--- src/rtl/cpu_defs.sv ---
// Shared encodings for the execute stage: ALU opcodes, memory/HI-LO ops,
// exception codes, operand-B selectors and the latched stage payload.
package cpu_defs;

    localparam int DATA_W = 32;

    // ALU opcodes
    localparam logic [3:0] ALU_AND  = 4'h0;
    localparam logic [3:0] ALU_OR   = 4'h1;
    localparam logic [3:0] ALU_ADD  = 4'h2;
    localparam logic [3:0] ALU_LUI  = 4'h3;
    localparam logic [3:0] ALU_SLTU = 4'h4;
    localparam logic [3:0] ALU_SLL  = 4'h5;
    localparam logic [3:0] ALU_SUB  = 4'h6;
    localparam logic [3:0] ALU_SLT  = 4'h7;
    localparam logic [3:0] ALU_NOR  = 4'h9;
    localparam logic [3:0] ALU_XOR  = 4'hA;
    localparam logic [3:0] ALU_SRA  = 4'hB;
    localparam logic [3:0] ALU_SRL  = 4'hC;

    // Memory operations; bit 2 marks a store
    localparam logic [2:0] MEM_NONE = 3'b000;
    localparam logic [2:0] MEM_LW   = 3'b001;
    localparam logic [2:0] MEM_LH   = 3'b010;
    localparam logic [2:0] MEM_LB   = 3'b011;
    localparam logic [2:0] MEM_SW   = 3'b101;
    localparam logic [2:0] MEM_SH   = 3'b110;
    localparam logic [2:0] MEM_SB   = 3'b111;

    // HI/LO operations
    localparam logic [1:0] HILO_NONE = 2'b00;
    localparam logic [1:0] HILO_MTHI = 2'b01;
    localparam logic [1:0] HILO_MTLO = 2'b10;
    localparam logic [1:0] HILO_MF   = 2'b11;

    // Exception codes
    localparam logic [1:0] EXC_NONE = 2'b00;
    localparam logic [1:0] EXC_OV   = 2'b01;
    localparam logic [1:0] EXC_ADEL = 2'b10;
    localparam logic [1:0] EXC_ADES = 2'b11;

    // ALU operand-B selectors
    localparam logic [1:0] SRC2_RT   = 2'b00;
    localparam logic [1:0] SRC2_SIMM = 2'b01;
    localparam logic [1:0] SRC2_ZIMM = 2'b10;
    localparam logic [1:0] SRC2_LINK = 2'b11;

    // Decoded instruction as held in the stage register
    typedef struct packed {
        logic [31:0] pc;
        logic [3:0]  alu_op;
        logic        src1_is_sa;
        logic [1:0]  src2_sel;
        logic [31:0] rs_value;
        logic [31:0] rt_value;
        logic [15:0] imm;
        logic [4:0]  sa;
        logic [2:0]  mem_op;
        logic [4:0]  dest;
        logic        ov_trap;
        logic [1:0]  hilo_op;
    } es_payload_t;

    // True when the access width demands alignment the address lacks
    function automatic logic addr_misaligned(input logic [2:0] mem_op,
                                             input logic [1:0] addr_lo);
        logic bad;
        case (mem_op)
            MEM_LW, MEM_SW: bad = (addr_lo != 2'b00);
            MEM_LH, MEM_SH: bad = addr_lo[0];
            default:        bad = 1'b0;
        endcase
        return bad;
    endfunction

endpackage

--- src/rtl/alu.sv ---
// Combinational MIPS ALU: logic, add/sub with signed overflow, compares,
// LUI and shifts (shift amount taken from A[4:0], shifted value is B).
module ALU
    import cpu_defs::*;
#(
    parameter int DATA_WIDTH = 32
) (
    input  logic [DATA_WIDTH-1:0] A,
    input  logic [DATA_WIDTH-1:0] B,
    input  logic [3:0]            ALUop,
    output logic                  Overflow,
    output logic                  CarryOut,
    output logic                  Zero,
    output logic [DATA_WIDTH-1:0] Result
);

    logic [DATA_WIDTH:0] sum_s;
    logic [DATA_WIDTH:0] diff_s;

    assign sum_s  = {1'b0, A} + {1'b0, B};
    assign diff_s = {1'b0, A} - {1'b0, B};

    // Opcode decode and result/flag generation
    always_comb begin
        Result   = '0;
        Overflow = 1'b0;
        CarryOut = 1'b0;
        case (ALUop)
            ALU_AND:  Result = A & B;
            ALU_OR:   Result = A | B;
            ALU_ADD: begin
                Result   = sum_s[DATA_WIDTH-1:0];
                CarryOut = sum_s[DATA_WIDTH];
                Overflow = (A[DATA_WIDTH-1] == B[DATA_WIDTH-1]) &&
                           (sum_s[DATA_WIDTH-1] != A[DATA_WIDTH-1]);
            end
            ALU_LUI:  Result = {B[15:0], 16'h0000};
            ALU_SLTU: Result = {{(DATA_WIDTH-1){1'b0}}, diff_s[DATA_WIDTH]};
            ALU_SLL:  Result = B << A[4:0];
            ALU_SUB: begin
                Result   = diff_s[DATA_WIDTH-1:0];
                CarryOut = diff_s[DATA_WIDTH];
                Overflow = (A[DATA_WIDTH-1] != B[DATA_WIDTH-1]) &&
                           (diff_s[DATA_WIDTH-1] != A[DATA_WIDTH-1]);
            end
            ALU_SLT:  Result = {{(DATA_WIDTH-1){1'b0}}, ($signed(A) < $signed(B))};
            ALU_NOR:  Result = ~(A | B);
            ALU_XOR:  Result = A ^ B;
            ALU_SRA:  Result = $signed(B) >>> A[4:0];
            ALU_SRL:  Result = B >> A[4:0];
            default:  Result = '0;
        endcase
    end

    assign Zero = (Result == '0);

endmodule

--- src/rtl/store_align.sv ---
// Store byte-enable and write-data replication for SB/SH/SW.
// Loads and non-memory ops produce no enables and zero data.
module store_align
    import cpu_defs::*;
(
    input  logic [2:0]  mem_op_i,
    input  logic [1:0]  addr_lo_i,
    input  logic [31:0] rt_value_i,
    output logic [3:0]  wen_o,
    output logic [31:0] wdata_o
);

    // Lane selection and data replication per store width
    always_comb begin
        wen_o   = 4'b0000;
        wdata_o = 32'h0000_0000;
        case (mem_op_i)
            MEM_SB: begin
                wen_o   = 4'b0001 << addr_lo_i;
                wdata_o = {4{rt_value_i[7:0]}};
            end
            MEM_SH: begin
                wen_o   = addr_lo_i[1] ? 4'b1100 : 4'b0011;
                wdata_o = {2{rt_value_i[15:0]}};
            end
            MEM_SW: begin
                wen_o   = 4'b1111;
                wdata_o = rt_value_i;
            end
            default: begin
                wen_o   = 4'b0000;
                wdata_o = 32'h0000_0000;
            end
        endcase
    end

endmodule

--- src/rtl/exe_stage.sv ---
// Execute stage: latches one decoded instruction per handshake, runs the ALU
// on the registered operands, flags overflow/alignment exceptions, owns HI/LO
// and issues the data-SRAM request so load data returns in the memory stage.
module exe_stage
    import cpu_defs::*;
#(
    parameter int DATA_WIDTH = 32
) (
    input  logic                  clk,
    input  logic                  rst,
    input  logic                  ds_to_es_valid,
    output logic                  es_allowin,
    input  logic [DATA_WIDTH-1:0] ds_pc,
    input  logic [3:0]            ds_alu_op,
    input  logic                  ds_src1_is_sa,
    input  logic [1:0]            ds_src2_sel,
    input  logic [DATA_WIDTH-1:0] ds_rs_value,
    input  logic [DATA_WIDTH-1:0] ds_rt_value,
    input  logic [15:0]           ds_imm,
    input  logic [4:0]            ds_sa,
    input  logic [2:0]            ds_mem_op,
    input  logic [4:0]            ds_dest,
    input  logic                  ds_ov_trap,
    input  logic [1:0]            ds_hilo_op,
    input  logic                  ms_allowin,
    output logic                  es_to_ms_valid,
    output logic [DATA_WIDTH-1:0] es_pc,
    output logic [DATA_WIDTH-1:0] es_result,
    output logic [4:0]            es_dest,
    output logic [2:0]            es_mem_op,
    output logic                  es_ex,
    output logic [1:0]            es_excode,
    output logic                  es_fwd_valid,
    output logic [4:0]            es_fwd_dest,
    output logic                  data_sram_en,
    output logic [3:0]            data_sram_wen,
    output logic [DATA_WIDTH-1:0] data_sram_addr,
    output logic [DATA_WIDTH-1:0] data_sram_wdata
);

    es_payload_t           payload_q, payload_d;
    logic                  es_valid_q, es_valid_d;
    logic [DATA_WIDTH-1:0] hi_q, hi_d;
    logic [DATA_WIDTH-1:0] lo_q, lo_d;

    logic [DATA_WIDTH-1:0] alu_a_s;
    logic [DATA_WIDTH-1:0] alu_b_s;
    logic [DATA_WIDTH-1:0] alu_result_s;
    logic                  alu_overflow_s;
    logic                  alu_zero_unused_s;
    logic                  alu_carry_unused_s;
    logic                  ex_s;
    logic [1:0]            excode_s;
    logic                  release_s;

    // es_ready_go is constant 1, so the stage frees whenever downstream accepts
    assign es_allowin = !es_valid_q || ms_allowin;
    assign release_s  = es_valid_q && ms_allowin;

    // Next-state for the valid bit and the instruction payload
    always_comb begin
        es_valid_d = es_valid_q;
        payload_d  = payload_q;
        if (es_allowin) begin
            es_valid_d = ds_to_es_valid;
        end else begin
            es_valid_d = es_valid_q;
        end
        if (ds_to_es_valid && es_allowin) begin
            payload_d.pc         = ds_pc;
            payload_d.alu_op     = ds_alu_op;
            payload_d.src1_is_sa = ds_src1_is_sa;
            payload_d.src2_sel   = ds_src2_sel;
            payload_d.rs_value   = ds_rs_value;
            payload_d.rt_value   = ds_rt_value;
            payload_d.imm        = ds_imm;
            payload_d.sa         = ds_sa;
            payload_d.mem_op     = ds_mem_op;
            payload_d.dest       = ds_dest;
            payload_d.ov_trap    = ds_ov_trap;
            payload_d.hilo_op    = ds_hilo_op;
        end else begin
            payload_d = payload_q;
        end
    end

    // Operand selection from the registered payload
    always_comb begin
        alu_a_s = payload_q.src1_is_sa ? {27'd0, payload_q.sa} : payload_q.rs_value;
        case (payload_q.src2_sel)
            SRC2_RT:   alu_b_s = payload_q.rt_value;
            SRC2_SIMM: alu_b_s = {{16{payload_q.imm[15]}}, payload_q.imm};
            SRC2_ZIMM: alu_b_s = {16'h0000, payload_q.imm};
            SRC2_LINK: alu_b_s = 32'd8;
            default:   alu_b_s = payload_q.rt_value;
        endcase
    end

    ALU #(
        .DATA_WIDTH (DATA_WIDTH)
    ) u_alu (
        .A        (alu_a_s),
        .B        (alu_b_s),
        .ALUop    (payload_q.alu_op),
        .Overflow (alu_overflow_s),
        .CarryOut (alu_carry_unused_s),
        .Zero     (alu_zero_unused_s),
        .Result   (alu_result_s)
    );

    // Exception detection; overflow takes precedence over alignment
    always_comb begin
        if (payload_q.ov_trap && alu_overflow_s) begin
            ex_s     = 1'b1;
            excode_s = EXC_OV;
        end else if (addr_misaligned(payload_q.mem_op, alu_result_s[1:0])) begin
            ex_s     = 1'b1;
            excode_s = payload_q.mem_op[2] ? EXC_ADES : EXC_ADEL;
        end else begin
            ex_s     = 1'b0;
            excode_s = EXC_NONE;
        end
    end

    // HI/LO writes happen only as an unfaulted MTHI/MTLO leaves the stage
    always_comb begin
        hi_d = hi_q;
        lo_d = lo_q;
        if (release_s && !ex_s) begin
            case (payload_q.hilo_op)
                HILO_MTHI: hi_d = payload_q.rs_value;
                HILO_MTLO: lo_d = payload_q.rs_value;
                default: begin
                    hi_d = hi_q;
                    lo_d = lo_q;
                end
            endcase
        end else begin
            hi_d = hi_q;
            lo_d = lo_q;
        end
    end

    // Stage, payload and HI/LO registers with synchronous reset
    always_ff @(posedge clk) begin
        if (rst) begin
            es_valid_q <= 1'b0;
            payload_q  <= '0;
            hi_q       <= '0;
            lo_q       <= '0;
        end else begin
            es_valid_q <= es_valid_d;
            payload_q  <= payload_d;
            hi_q       <= hi_d;
            lo_q       <= lo_d;
        end
    end

    store_align u_store_align (
        .mem_op_i   (payload_q.mem_op),
        .addr_lo_i  (alu_result_s[1:0]),
        .rt_value_i (payload_q.rt_value),
        .wen_o      (data_sram_wen),
        .wdata_o    (data_sram_wdata)
    );

    // MF reads HI when src1_is_sa is set, LO otherwise
    always_comb begin
        if (payload_q.hilo_op == HILO_MF) begin
            es_result = payload_q.src1_is_sa ? hi_q : lo_q;
        end else begin
            es_result = alu_result_s;
        end
    end

    assign es_to_ms_valid = es_valid_q;
    assign es_pc          = payload_q.pc;
    assign es_mem_op      = payload_q.mem_op;
    assign es_ex          = ex_s;
    assign es_excode      = excode_s;
    assign es_dest        = ex_s ? 5'd0 : payload_q.dest;
    assign es_fwd_valid   = es_valid_q;
    assign es_fwd_dest    = es_dest;
    assign data_sram_addr = alu_result_s;
    // One request per instruction: only in the cycle it hands over downstream
    assign data_sram_en   = release_s && (payload_q.mem_op != MEM_NONE) && !ex_s;

endmodule

--- config.mk ---
export PLATFORM = sky130hd
export DESIGN_NAME = exe_stage
export DESIGN_NICKNAME = d
export VERILOG_FILES = /design/src/rtl/cpu_defs.sv /design/src/rtl/alu.sv /design/src/rtl/store_align.sv /design/src/rtl/exe_stage.sv
export SDC_FILE = /design/constraint.sdc
export NUM_CORES = 1
export LEC_CHECK = 0
export CORE_MARGIN = 2
export CORE_UTILIZATION = 33
export DETAILED_ROUTE_END_ITERATION = 10
export SYNTH_ARGS = -nofsm -noshare
export SYNTH_HDL_FRONTEND = slang
export SYNTH_SLANG_ARGS = --single-unit
--- constraint.sdc ---
create_clock -name clk -period 10 [get_ports clk]
set_clock_uncertainty 0.1 [all_clocks]
set_input_delay 3 -clock clk [delete_from_list [all_inputs] [get_ports clk]]
set_output_delay 3 -clock clk [all_outputs]
set_load 0.01 [all_outputs]
-- Word level (Yosys, flattened, before mapping)
Index checks and enable logic that the tools add are counted.
- $add $sub $neg: 2
- magnitude comparators: 1
- equality and inequality tests: 26
- shift operators: 4
- muxes and demuxes: 17
- bitwise gates (word level): 4
- reductions and logical operators: 19
- operator list (cell ; count):
    32-bit one-hot mux with 12 select lines ; 1
    32-bit one-hot mux with 4 select lines ; 1
    32-bit two-way mux ; 3
    32-bit one-hot mux with 3 select lines ; 1
    32-bit by 32-bit subtractor with 33-bit output ; 1
    32-bit adder ; 1
    32-bit bitwise AND ; 1
    32-bit < comparator ; 1
    32-bit inverter ; 1
    32-bit bitwise OR ; 1
    32-bit by 5-bit << shifter with 32-bit output ; 1
    32-bit by 5-bit >> shifter with 32-bit output ; 1
    32-bit by 5-bit >>> shifter with 32-bit output ; 1
    32-bit bitwise XOR ; 1
    4-bit by 3-bit == test with 1-bit output (second input constant) ; 4
    4-bit == test (second input constant) ; 4
    4-bit one-hot mux with 3 select lines ; 1
    3-bit == test (second input constant) ; 3
    2-bit == test (second input constant) ; 4
    4-bit by 2-bit == test with 1-bit output (second input constant) ; 2
    1-bit logical AND ; 8
    5-bit two-way mux ; 1
    2-bit by 1-bit == test with 1-bit output (second input constant) ; 2
    4-bit by 1-bit == test with 1-bit output (second input constant) ; 1
    17 further kinds ; 27
- register bits: 200
- bits of input ports: 139
- output and inout port bits: 152
- logic and storage cells: 88

-- Logic depth before layout (Yosys ltp)
- depth in word-level cells: 13
- gate-level depth with buffers: 21
- gate-level depth less buffers: 15

-- Modules after synthesis
Synthesis repeated with hierarchy kept, for this count alone.
- cells, all modules: 2584
- area, all modules: 19608.8 µm²
- by module, submodules not included (module ; instances ; cells an instance ; area an instance (µm²) ; seq. area each (µm²)):
    ALU ; 1 ; 1377 ; 9914.5 ; 0.0
    exe_stage ; 1 ; 1117 ; 9133.8 ; 4003.8
    store_align ; 1 ; 90 ; 560.5 ; 0.0

-- Worst setup path after synthesis
OpenSTA, ideal clock, no wires.
- path type: flip-flop to output port
- start: reg payload_q[98] (netlist bit)
- end: out es_fwd_dest[0]
- arrival time: 4.976 ns
- data required time: 6.900 ns
- path slack: 1.924 ns
- cell stages (with the launch flop): 21
- path buffers: 6
- cells stage by stage: dfxtp_1 > buf_4 > mux2_2 > inv_1 > buf_2 > buf_1 > clkbuf_1 > clkbuf_1 > ha_1 > fa_1 > nor3_1 > o31ai_1 > a22oi_2 > a21oi_1 > o221ai_1 > a2111oi_0 > o32ai_1 > o21ai_1 > nor3_1 > and2_1 > buf_4
- longest elaborated chain between the ends: 10
- elaborated cells between the ends (all ways): 26
- those cells by class: 2 x add/sub; 1 x order compare; 4 x eq/ne; 3 x shift; 8 x mux; 4 x bitwise; 4 x reduce/logical
- ends and longest elaborated chain (what ; line ; text):
    from (decl) ; exe_stage.sv:41 ; es_payload_t payload_q, payload_d;
    from (signal assigned) ; exe_stage.sv:153 ; payload_q <= payload_d;
    32-bit two-way mux (*) ; exe_stage.sv:89 ; alu_a_s = payload_q.src1_is_sa ? {27'd0, payload_q.sa} : payload_q.rs_value;
    branches (longest 7 deep; another with 32-bit by 32-bit subtractor with 33-bit output) ; n/a ;
    1-bit two-way mux (*) ; exe_stage.sv:113 ; if (payload_q.ov_trap && alu_overflow_s) begin
    5-bit two-way mux (*) ; exe_stage.sv:181 ; assign es_dest = ex_s ? 5'd0 : payload_q.dest;
    to (decl) ; exe_stage.sv:34 ; output logic [4:0] es_fwd_dest,
Mark *: on every way between the ends. The select of a mux whose other input is x is not followed.

-- Worst setup path after layout
- start: reg payload_q[96] (netlist bit)
- end: out es_dest[1]
- longest elaborated chain between the ends: 11
- elaborated cells between the ends (all ways): 30
- those cells by class: 2 x add/sub; 1 x order compare; 7 x eq/ne; 3 x shift; 8 x mux; 4 x bitwise; 5 x reduce/logical
- ends and longest elaborated chain (what ; line ; text):
    2-bit == test (tied with other cells) ; exe_stage.sv:90 ; case (payload_q.src2_sel)
    32-bit one-hot mux with 4 select lines (*) ; exe_stage.sv:90 ;
    branches (longest 7 deep; another with 32-bit by 32-bit subtractor with 33-bit output) ; n/a ;
    1-bit two-way mux (*) ; exe_stage.sv:113 ;
    5-bit two-way mux (*) ; exe_stage.sv:181 ;
    to (decl) ; exe_stage.sv:29 ; output logic [4:0] es_dest,
Marks and branches as above.

==> results.ini <==
[outcome]
status=complete, no violations

[cells_and_area]
nets=3014
final_layout_size_suffix_gt1_share_pct=6.46
postLayoutCoreUtil_pct=40.3
syn_to_final_growth_pct=21.3
fin_cells=3544

[yosys]
synthCells=2634
synth_xor_area_share_pct=0.601
synth_top_family_by_area=compound AO/OA/AOI/OAI gates
yosysSeqAreaShare_pct=21.4
syn-num-nets=2874
yosys_warnings=0
synth.top_cells.by_count=nand2_1, a21oi_1, dfxtp_1, mux2i_1, nor2_1
synthTopCellsByArea=dfxtp_1, mux2i_1, nand2_1
ys.flop_type=dfxtp_1
yosysTopAreaCellShare_pct=21.4
syn-cell-area_um2=18700
async_reset_ff_share_pct=0
synth_cell_types=86
synth_seq_cells=200
yosysTopAreaCell=dfxtp_1
yosys.area_share.simple_pct=23.7
synthMostInstantiatedCell=nand2_1
synth-edff-count=0
synthMuxAreaShare_pct=12.6
synthAdderAreaFrac_pct=6.83
avgSynthCellArea_um2=7.11
synth_compound_gate_area_share_pct=26.7

[timing]
finalHoldViolCount=0
slew_headroom_pct=25.8
max_freq_ghz=0.103
finalCriticalPeriod_ns=9.68
max_slew.worst_pin.slew_ns=1.11
timing.final.crit_share_pct=96.8
finalMaxSlewViolations=0
finalSetupViolations=0
grt_setup_unrepaired=false
finalSetupTns_ns=0
worst_slack_ns=0.324

[global_route]
grt_pass1_wl_mm=136
grtUsageTotal_pct=30.9
grt_max_degree=140
overflow=0
grt_pass1_vias=20100
antenna_found_initial=4

[detailed_routing]
initialDrtViolationCount=2366
drtPass1Iterations=9
wl_per_cell_um=26.5
wl_mm=93.8
vias=20900
drc=0
drtAntennaViolNets=0
vias_per_cell=5.90

[placement]
pre_cts_ws_ns=0.868
dp_hpwl_mm=73.3
dp_cells=3511
globalplace.congestion=1.05
port_buffers=290

[critical_path]
required_ns=6.90
critPathKind=reg -> out
critPathCaptureType=output port
cp_max_fo=19
r2r_setup_slack_ns=3.95
cp-start-kind=register
cp.arrival_ns=6.58

[clock_tree]
htree_levels=4
clk_latency_ns=0.50
ctsResizeCount=0
cts_buffer_depth=2
clkSinkCount=200
cts_tree=yes
cts_root_buf=clkbuf_16
cts.clk_slew.worst_paths_ns=0.10
post_cts_buffers=0
cts_buffers=17
cts_hold_buf=0

[min_path]
worstHoldPathType=reg -> reg

[floorplanning]
initial_core_util_pct=33.3
dieWidth_um=242
die_h_um=242
dieArea_um2=58700
rows=87
core_area_um2=56300
io_pins=291

[flow_run]
drv_cap=0

[pwr]
vdd_drop_max_v=0.000147
powerDensity_nw_per_um2=123
p_total_mw=2.80
p_leak_nw=9.04

-- final timing paths --
kind                      start  cells after the start            to
setup / recovery  payload_q[96]                     16    es_dest[1]
hold / removal     payload_q[7]                      2  payload_q[7]
setup reg to reg  payload_q[96]                     16      lo_q[18]
hold reg to reg    payload_q[7]                      2  payload_q[7]
-- stage by stage --
step,cell area (um2),hold slack (ns)
2_1_floorplan,18700,0.332
3_3_place_gp,22100,0.341
3_5_place_dp,22100,0.347
4_1_cts,22700,0.360
5_1_grt,22700,0.375
6_report,22700,0.357
-- worst max-delay path, stage by stage, from the launching register on --
cell and delay, ns:
dfxtp_1 0.59, xor2_4 0.47, a22o_1 0.46, inv_1 0.11
ha_1 0.56, a21oi_1 0.12, o21ai_0 0.47, o21bai_1 0.21
a221oi_1 0.11, o31a_1 0.28, o31ai_1 0.58, a311o_1 0.33
nor4_1 0.07, buf_4 0.18, nor3_1 0.68, and2_1 0.29
clkdlybuf4s50_1 0.57
-- cell families (layout without fill, tap and decap cells) --
logic type	Yosys count	in the layout
xor gates and xnor gates	12	12
other	0	1
AOI/OAI and AO/OA	774	774
adders and majority gates	101	101
DFF	200	200
muxes	217	217
buffers and inverters	349	502
and+or+nand+nor	981	981
-- final cells by class --
cell class | instances | area, um2
Antenna cell | 1 | 2.50
Clock buffer | 17 | 425
Clock inverter | 15 | 196
Fill cell | 5920 | 33600
Inverter | 108 | 405
Multi-Input combinational cell | 2085 | 13300
Sequential cell | 200 | 4010
Tap cell | 756 | 946
Timing Repair Buffer | 362 | 3460
-- state kept, by name, summed over array words and instances (netlist names) --
register and count:
payload_q 100, lo_q 32, hi_q 32, es_pc 32, es_mem_op 3, es_fwd_valid 1
-- routing by layer --
metal	global-route usage, %	wire length [um]	vias to the layer above
li1	-	-	9546
met1	40.9	40100	10200
met2	47.4	41000	1004
met3	7.39	8200	171
met4	13.9	4420	8
met5	0	53	-
-- placed cells by master (no fill, tap or decap), types with 21 or more instances in the layout --
cell type | synthesis | routed
a221oi_1 | 22 | 22
a31oi_1 | 22 | 22
dfxtp_1 | 200 | 199
o21ai_0 | 119 | 119
nand3_1 | 33 | 32
nor2b_1 | 29 | 29
clkdlybuf4s50_1 | 0 | 289
o211ai_1 | 29 | 29
nand2b_1 | 146 | 146
a21o_1 | 23 | 23
ha_1 | 99 | 99
mux2i_1 | 187 | 186
a22o_1 | 22 | 22
nor2_1 | 175 | 175
nand2_1 | 484 | 483
inv_1 | 97 | 97
buf_4 | 45 | 71
nor3_1 | 32 | 29
a211oi_1 | 21 | 21
o21a_1 | 28 | 28
a21oi_1 | 298 | 298
-- where the power goes --
group	switching (mW)	internal [mW]
logic	0.747	0.460
registers	0.0357	0.829
clock network	0.389	0.343
total	1.17	1.63
Power figures use the tool's default switching activity.
